File: config.mk
export PLATFORM = sky130hd
export DESIGN_NAME = quad_xor_self_test_ctrl_flat
export DESIGN_NICKNAME = d
export VERILOG_FILES = /design/src/rtl/quad_xor_self_test_ctrl_if.sv /design/src/rtl/quad_xor_self_test_ctrl.sv /design/src/flat_wrapper.sv
export SDC_FILE = /design/constraint.sdc
export NUM_CORES = 1
export LEC_CHECK = 0
export CORE_ASPECT_RATIO = 1.5
export CORE_MARGIN = 1.5
export CORE_UTILIZATION = 52
export DETAILED_ROUTE_END_ITERATION = 12
export GPL_ROUTABILITY_DRIVEN = 0
export PLACE_DENSITY_LB_ADDON = 0.1
export SLEW_MARGIN = 20
export SYNTH_ARGS = -nofsm -noshare
export SYNTH_HDL_FRONTEND = slang
export SYNTH_SLANG_ARGS = --single-unit
File: constraint.sdc
create_clock -name clk -period 2.17 [get_ports clk]
set_input_delay 0.434 -clock clk [delete_from_list [all_inputs] [get_ports clk]]
set_output_delay 0.434 -clock clk [all_outputs]
set_load 0.01 [all_outputs]
File: src/rtl/quad_xor_self_test_ctrl_if.sv
// Signal bundle between the quad XOR self-test sequencer and its host / gate package.
// Handshake: start is a one-cycle request taken only while the sequencer is idle;
// busy rises on the following cycle, and done pulses once when the run has finished.
interface quad_xor_self_test_ctrl_if;
  logic       start;
  logic [3:0] y_in;
  logic [3:0] a_out;
  logic [3:0] b_out;
  logic       busy;
  logic       done;
  logic       pass;
  logic [3:0] fail_mask;
  logic [1:0] first_fail_gate;
  logic [1:0] first_fail_vec;
  logic [2:0] dbg_state;

  modport slave (
    input  start, y_in,
    output a_out, b_out, busy, done, pass, fail_mask,
           first_fail_gate, first_fail_vec, dbg_state
  );

  modport master (
    output start, y_in,
    input  a_out, b_out, busy, done, pass, fail_mask,
           first_fail_gate, first_fail_vec, dbg_state
  );
endinterface

File: src/rtl/quad_xor_self_test_ctrl.sv
// Self-test sequencer for a quad 2-input XOR: walks every gate through 00,01,10,11 and checks Y.
// Optional macro QUAD_XOR_STOP_ON_FAIL_EN ends the run at the first failing vector.
module quad_xor_self_test_ctrl #(
  parameter int SETTLE_CYCLES = 2,
  parameter int CNT_W         = 8
) (
  input logic                      clk,
  input logic                      reset,
  quad_xor_self_test_ctrl_if.slave io
);

  typedef enum logic [2:0] {
    S_IDLE   = 3'd0,
    S_APPLY  = 3'd1,
    S_SETTLE = 3'd2,
    S_CHECK  = 3'd3,
    S_DONE   = 3'd4
  } state_t;

  state_t           r_state;
  state_t           w_state_next;
  logic [1:0]       r_g;
  logic [1:0]       r_v;
  logic [1:0]       w_g_next;
  logic [1:0]       w_v_next;
  logic [CNT_W-1:0] r_cnt;
  logic [3:0]       r_a_out;
  logic [3:0]       r_b_out;
  logic [3:0]       r_fail_mask;
  logic             r_pass;
  logic [1:0]       r_first_fail_gate;
  logic [1:0]       r_first_fail_vec;
  logic [3:0]       w_exp;
  logic [3:0]       w_mis;
  logic             w_any_mis;
  logic             w_stop;

  // A bit whose value is not a clean match (including X/Z in simulation) takes the else branch.
  always_comb begin
    w_exp      = '0;
    w_exp[r_g] = r_v[1] ^ r_v[0];
    w_mis      = '0;
    for (int i = 0; i < 4; i++) begin
      if (io.y_in[i] == w_exp[i]) w_mis[i] = 1'b0;
      else                        w_mis[i] = 1'b1;
    end
    w_any_mis = |w_mis;
  end

  always_comb begin
    w_stop = 1'b0;
`ifdef QUAD_XOR_STOP_ON_FAIL_EN
    w_stop = w_any_mis;
`endif
  end

  always_comb begin
    w_state_next = r_state;
    w_g_next     = r_g;
    w_v_next     = r_v;
    unique case (r_state)
      S_IDLE: begin
        if (io.start) begin
          w_state_next = S_APPLY;
          w_g_next     = 2'd0;
          w_v_next     = 2'd0;
        end
      end
      S_APPLY: begin
        w_state_next = (SETTLE_CYCLES == 0) ? S_CHECK : S_SETTLE;
      end
      S_SETTLE: begin
        if (r_cnt <= CNT_W'(1)) w_state_next = S_CHECK;
      end
      S_CHECK: begin
        if (w_stop) begin
          w_state_next = S_DONE;
        end else if (r_v != 2'd3) begin
          w_v_next     = r_v + 2'd1;
          w_state_next = S_APPLY;
        end else if (r_g != 2'd3) begin
          w_v_next     = 2'd0;
          w_g_next     = r_g + 2'd1;
          w_state_next = S_APPLY;
        end else begin
          w_state_next = S_DONE;
        end
      end
      S_DONE: begin
        w_state_next = S_IDLE;
      end
      default: begin
        w_state_next = S_IDLE;
      end
    endcase
  end

  always_ff @(posedge clk) begin
    if (reset) begin
      r_state           <= S_IDLE;
      r_g               <= 2'd0;
      r_v               <= 2'd0;
      r_cnt             <= '0;
      r_a_out           <= 4'd0;
      r_b_out           <= 4'd0;
      r_fail_mask       <= 4'd0;
      r_pass            <= 1'b0;
      r_first_fail_gate <= 2'd0;
      r_first_fail_vec  <= 2'd0;
    end else begin
      r_state <= w_state_next;
      r_g     <= w_g_next;
      r_v     <= w_v_next;

      if (r_state == S_APPLY)       r_cnt <= CNT_W'(SETTLE_CYCLES);
      else if (r_state == S_SETTLE) r_cnt <= r_cnt - 1'b1;

      // Drive is registered on the edge entering APPLY and held through SETTLE and CHECK.
      if (w_state_next == S_APPLY) begin
        r_a_out <= {3'b000, w_v_next[1]} << w_g_next;
        r_b_out <= {3'b000, w_v_next[0]} << w_g_next;
      end else if (w_state_next == S_DONE || w_state_next == S_IDLE) begin
        r_a_out <= 4'd0;
        r_b_out <= 4'd0;
      end

      if (r_state == S_IDLE && io.start) begin
        r_fail_mask       <= 4'd0;
        r_pass            <= 1'b0;
        r_first_fail_gate <= 2'd0;
        r_first_fail_vec  <= 2'd0;
      end

      if (r_state == S_CHECK) begin
        r_fail_mask <= r_fail_mask | w_mis;
        if (r_fail_mask == 4'd0 && w_any_mis) begin
          r_first_fail_gate <= r_g;
          r_first_fail_vec  <= r_v;
        end
        // Verdict includes the mismatch of this final CHECK so it is valid during done.
        if (w_state_next == S_DONE) r_pass <= ((r_fail_mask | w_mis) == 4'd0);
      end
    end
  end

  assign io.a_out           = r_a_out;
  assign io.b_out           = r_b_out;
  assign io.busy            = (r_state == S_APPLY) || (r_state == S_SETTLE) || (r_state == S_CHECK);
  assign io.done            = (r_state == S_DONE);
  assign io.pass            = r_pass;
  assign io.fail_mask       = r_fail_mask;
  assign io.first_fail_gate = r_first_fail_gate;
  assign io.first_fail_vec  = r_first_fail_vec;
  assign io.dbg_state       = r_state;

endmodule

File: src/flat_wrapper.sv
// flat-port wrapper written by rule: the top's interface ports become plain ports
module quad_xor_self_test_ctrl_flat 
#(
  parameter int SETTLE_CYCLES = 2,
  parameter int CNT_W         = 8
)
  (clk, reset, io_start, io_y_in, io_a_out, io_b_out, io_busy, io_done, io_pass, io_fail_mask, io_first_fail_gate, io_first_fail_vec, io_dbg_state);
  quad_xor_self_test_ctrl_if io_i ();
  input logic clk;
  input logic reset;
  input wire logic [$bits(io_i.start)-1:0] io_start;
  input wire logic [$bits(io_i.y_in)-1:0] io_y_in;
  output wire logic [$bits(io_i.a_out)-1:0] io_a_out;
  output wire logic [$bits(io_i.b_out)-1:0] io_b_out;
  output wire logic [$bits(io_i.busy)-1:0] io_busy;
  output wire logic [$bits(io_i.done)-1:0] io_done;
  output wire logic [$bits(io_i.pass)-1:0] io_pass;
  output wire logic [$bits(io_i.fail_mask)-1:0] io_fail_mask;
  output wire logic [$bits(io_i.first_fail_gate)-1:0] io_first_fail_gate;
  output wire logic [$bits(io_i.first_fail_vec)-1:0] io_first_fail_vec;
  output wire logic [$bits(io_i.dbg_state)-1:0] io_dbg_state;
  assign io_i.start = io_start;
  assign io_i.y_in = io_y_in;
  assign io_a_out = io_i.a_out;
  assign io_b_out = io_i.b_out;
  assign io_busy = io_i.busy;
  assign io_done = io_i.done;
  assign io_pass = io_i.pass;
  assign io_fail_mask = io_i.fail_mask;
  assign io_first_fail_gate = io_i.first_fail_gate;
  assign io_first_fail_vec = io_i.first_fail_vec;
  assign io_dbg_state = io_i.dbg_state;
  quad_xor_self_test_ctrl #(.SETTLE_CYCLES(SETTLE_CYCLES), .CNT_W(CNT_W)) u_core (.clk(clk), .reset(reset), .io(io_i));
endmodule
==> results_dict.tcl <==
set metrics [dict create \
    min-delay-start "u_core.io.b_out[0]" \
    grt_first_pass_wirelength_um 6240 \
    synthCells 191 \
    insertion_delay_ps 280 \
    drv_cap 0 \
    synth_edf_count 0 \
    core_area_mm2 0.00297 \
    grt.overflow.total 0 \
    hold_violations 0 \
    p_leak_nw 0.767 \
    critPathMaxFanout 14 \
    n_antenna_cell 0 \
    outcome "finished, final reports clean" \
    drt_pass1_iterations 4 \
    rows 24 \
    viasPerCell 5.54 \
    die_y_um 72.1 \
    track_usage 0.229 \
    min_path_cells 2 \
    io_buffers 28 \
    dp_hpwl_um 2730 \
    die-area_mm2 0.00353 \
    clk_pin_slew_worst_paths_ps 60 \
    drt-total-wl_um 3690 \
    synth-seq-cells 32 \
    drc 0 \
    critPathLaunchType "flop" \
    tightest_slew_ps 521 \
    required_ps 1740 \
    grt_max_degree 17 \
    r2r_slack_ps 280 \
    path_class "reg -> out" \
    cts_sinks 32 \
    synth.area.top_cells "dfxtp_1 39%, nor2_1 7.9%, xnor2_1 5.3%" \
    synth_ff_type "dfxtp_1" \
    slew_viol_final 0 \
    skew_ps 2.82 \
    drive_gt1_frac 0.112 \
    yosysTopAreaCell "dfxtp_1" \
    routed-via-count 1458 \
    reg2reg_depth 5 \
    tns_ps 0 \
    num_io_pins 29 \
    holdPathEnd "u_core.io.b_out[0]" \
    synth.most_common_cell "nor2_1" \
    min_period_over_period 0.920 \
    ctsHtreeMaxLevel 2 \
    p_per_area_mw_per_mm2 792 \
    path_cells "and2_1 -> clkdlybuf4s50_1" \
    yosysWarnings 0 \
    areaGrowthSynthToFinish_pct 26.2 \
    relSlewSlack 0.648 \
    async_flop_share 0 \
    synth_top_area_frac 0.388 \
    irDropWorstVdd_mv 0.717 \
    r2r-end "u_core.io.first_fail_vec[0]" \
    cp_data_arrival_time_ps 1560 \
    r2r-start "u_core.r_v[0]" \
    finalNetCount 233 \
    rsz0062_at_grt "false" \
    cts_hold_buf 0 \
    cpPeakStageDelay_ps 560 \
    fin_crit_ps 2000 \
    cts_resized 0 \
    first_iter_violations 26 \
    ctsLongestPathBuffers 2 \
    cts_setup_buffers 0 \
    slowest_stage "dfxtp_1" \
    die-width_um 49.0 \
    grt_pass1_vias 1439 \
    routedWlPerCell_um 14.0 \
    yosysSeqAreaShare 0.388 \
    avgSynthCellArea_um2 8.65 \
    final_area_mm2 0.00209 \
    hp-class "reg -> reg" \
    synth_commonest_cells "35 x nor2_1, 32 x dfxtp_1, 10 x nand3b_1, 10 x xnor2_1, 9 x nor3_1" \
    ant_nets 0 \
    crit_path_end_kind "primary output" \
    cts_tree "yes" \
    synthesis.area_mm2 0.00165 \
    setup_viol 0 \
    cts_root_buf "clkbuf_8" \
    antenna_found_initial 0 \
    clock.fmax_mhz 501 \
    mappedNetlistNets 201 \
    start_util 0.556 \
    placed_area_mm2 0.00200 \
    fillers 236 \
    cts_buffers 5 \
    synth_cell_types 46 \
]
report_power, final:
part | switching [W] | total (W) | internal [W]
clock network | 0.000204 | 0.000462 | 0.000258
logic | 0.000262 | 0.000495 | 0.000233
registers | 0.0000592 | 0.000695 | 0.000636
total | 0.000525 | 0.00165 | 0.00113
worst max-delay path: cells and delay by family, from the launching register on:
family	cells	cell delay, ps
buffers and inverters	1	530
DFF	1	560
and+or+nand+nor	1	190
area by class of cell:
| cell class | instances | area (µm²) | area share |
|---|---|---|---|
| multi-input combinational | 140 | 928 | 0.445 |
| clock buffer | 8 | 90.1 | 0.0432 |
| inverter | 6 | 22.5 | 0.0108 |
| sequential | 32 | 641 | 0.307 |
| timing repair buffer | 38 | 355 | 0.170 |
| tap | 39 | 48.8 | 0.0234 |
layer usage:
metal / part of all wire / vias up / global-route usage
met5: 0 / - / 0
met1: 0.39 / 690 / 0.234
met2: 0.57 / 22 / 0.437
met4: 0.014 / 0 / 0.0952
met3: 0.027 / 6 / 0.0597
li1: - / 740 / -
sequential cells by signal, indices dropped and copies added, names as in the netlist:
signal,cells
u_core.io.first_fail_gate,2
u_core.io.first_fail_vec,2
u_core.io.fail_mask,4
u_core.io.b_out,4
u_core.io.pass,1
u_core.r_g,2
u_core.io.dbg_state,3
u_core.r_v,2
u_core.io.a_out,4
u_core.r_cnt,8
how the worst max path moves through the flow:
stage	depth (start not counted)	endpoint	slack, ps	from
6_report	2	io_done	170	u_core.io.dbg_state[2]
5_1_grt	2	io_done	60	u_core.io.dbg_state[2]
4_1_cts	2	io_done	150	u_core.io.dbg_state[2]
3_5_place_dp	5	u_core.io.pass	50	io_y_in[0]
3_3_place_gp	5	u_core.io.pass	100	io_y_in[0]
2_1_floorplan	5	u_core.io.first_fail_gate[0]	470	u_core.r_v[0]
per-stage QoR:
stage                     hold WS (ps)  instances  setup WS, ps  power, W   util
after floorplan                    468        191           472   0.00105      -
after global placement             447        255          99.5   0.00118  0.671
after detailed placement           446        255          47.8   0.00120  0.671
after CTS                          455        263           154   0.00167  0.702
after global routing               495        263          61.3   0.00176  0.702
final                              452        263           174   0.00165  0.702
kinds of logic after synthesis:
group	count (synthesis)	synth area share
buffers and inverters	19	0.0507
xor gates and xnor gates	12	0.0636
adders and majority gates	3	0.0227
and+or+nand+nor	89	0.302
AOI/OAI and AO/OA	32	0.149
muxes	4	0.0242
DFF	32	0.388
layout by cell type (no fill, tap or decap), types with 3 or more instances in the layout:
master           Yosys  final
a21oi_1              5      5
a211oi_1             3      3
buf_4                0     10
a32oi_1              3      3
ha_1                 3      3
and3_1               3      3
nor3_1               9      9
clkbuf_8             0      6
dfxtp_1             32     32
nor2_1              35     35
clkdlybuf4s50_1      0     28
a22oi_1              6      6
nand3b_1            10     10
nor3b_1              3      3
mux2i_1              4      4
or2_2                3      3
xnor2_1             10     10
nand2b_1             4      4
inv_1                6      6
nand3_1              3      3
nand2_1              6      6
Note: power is estimated with default switching activity, not from simulation.
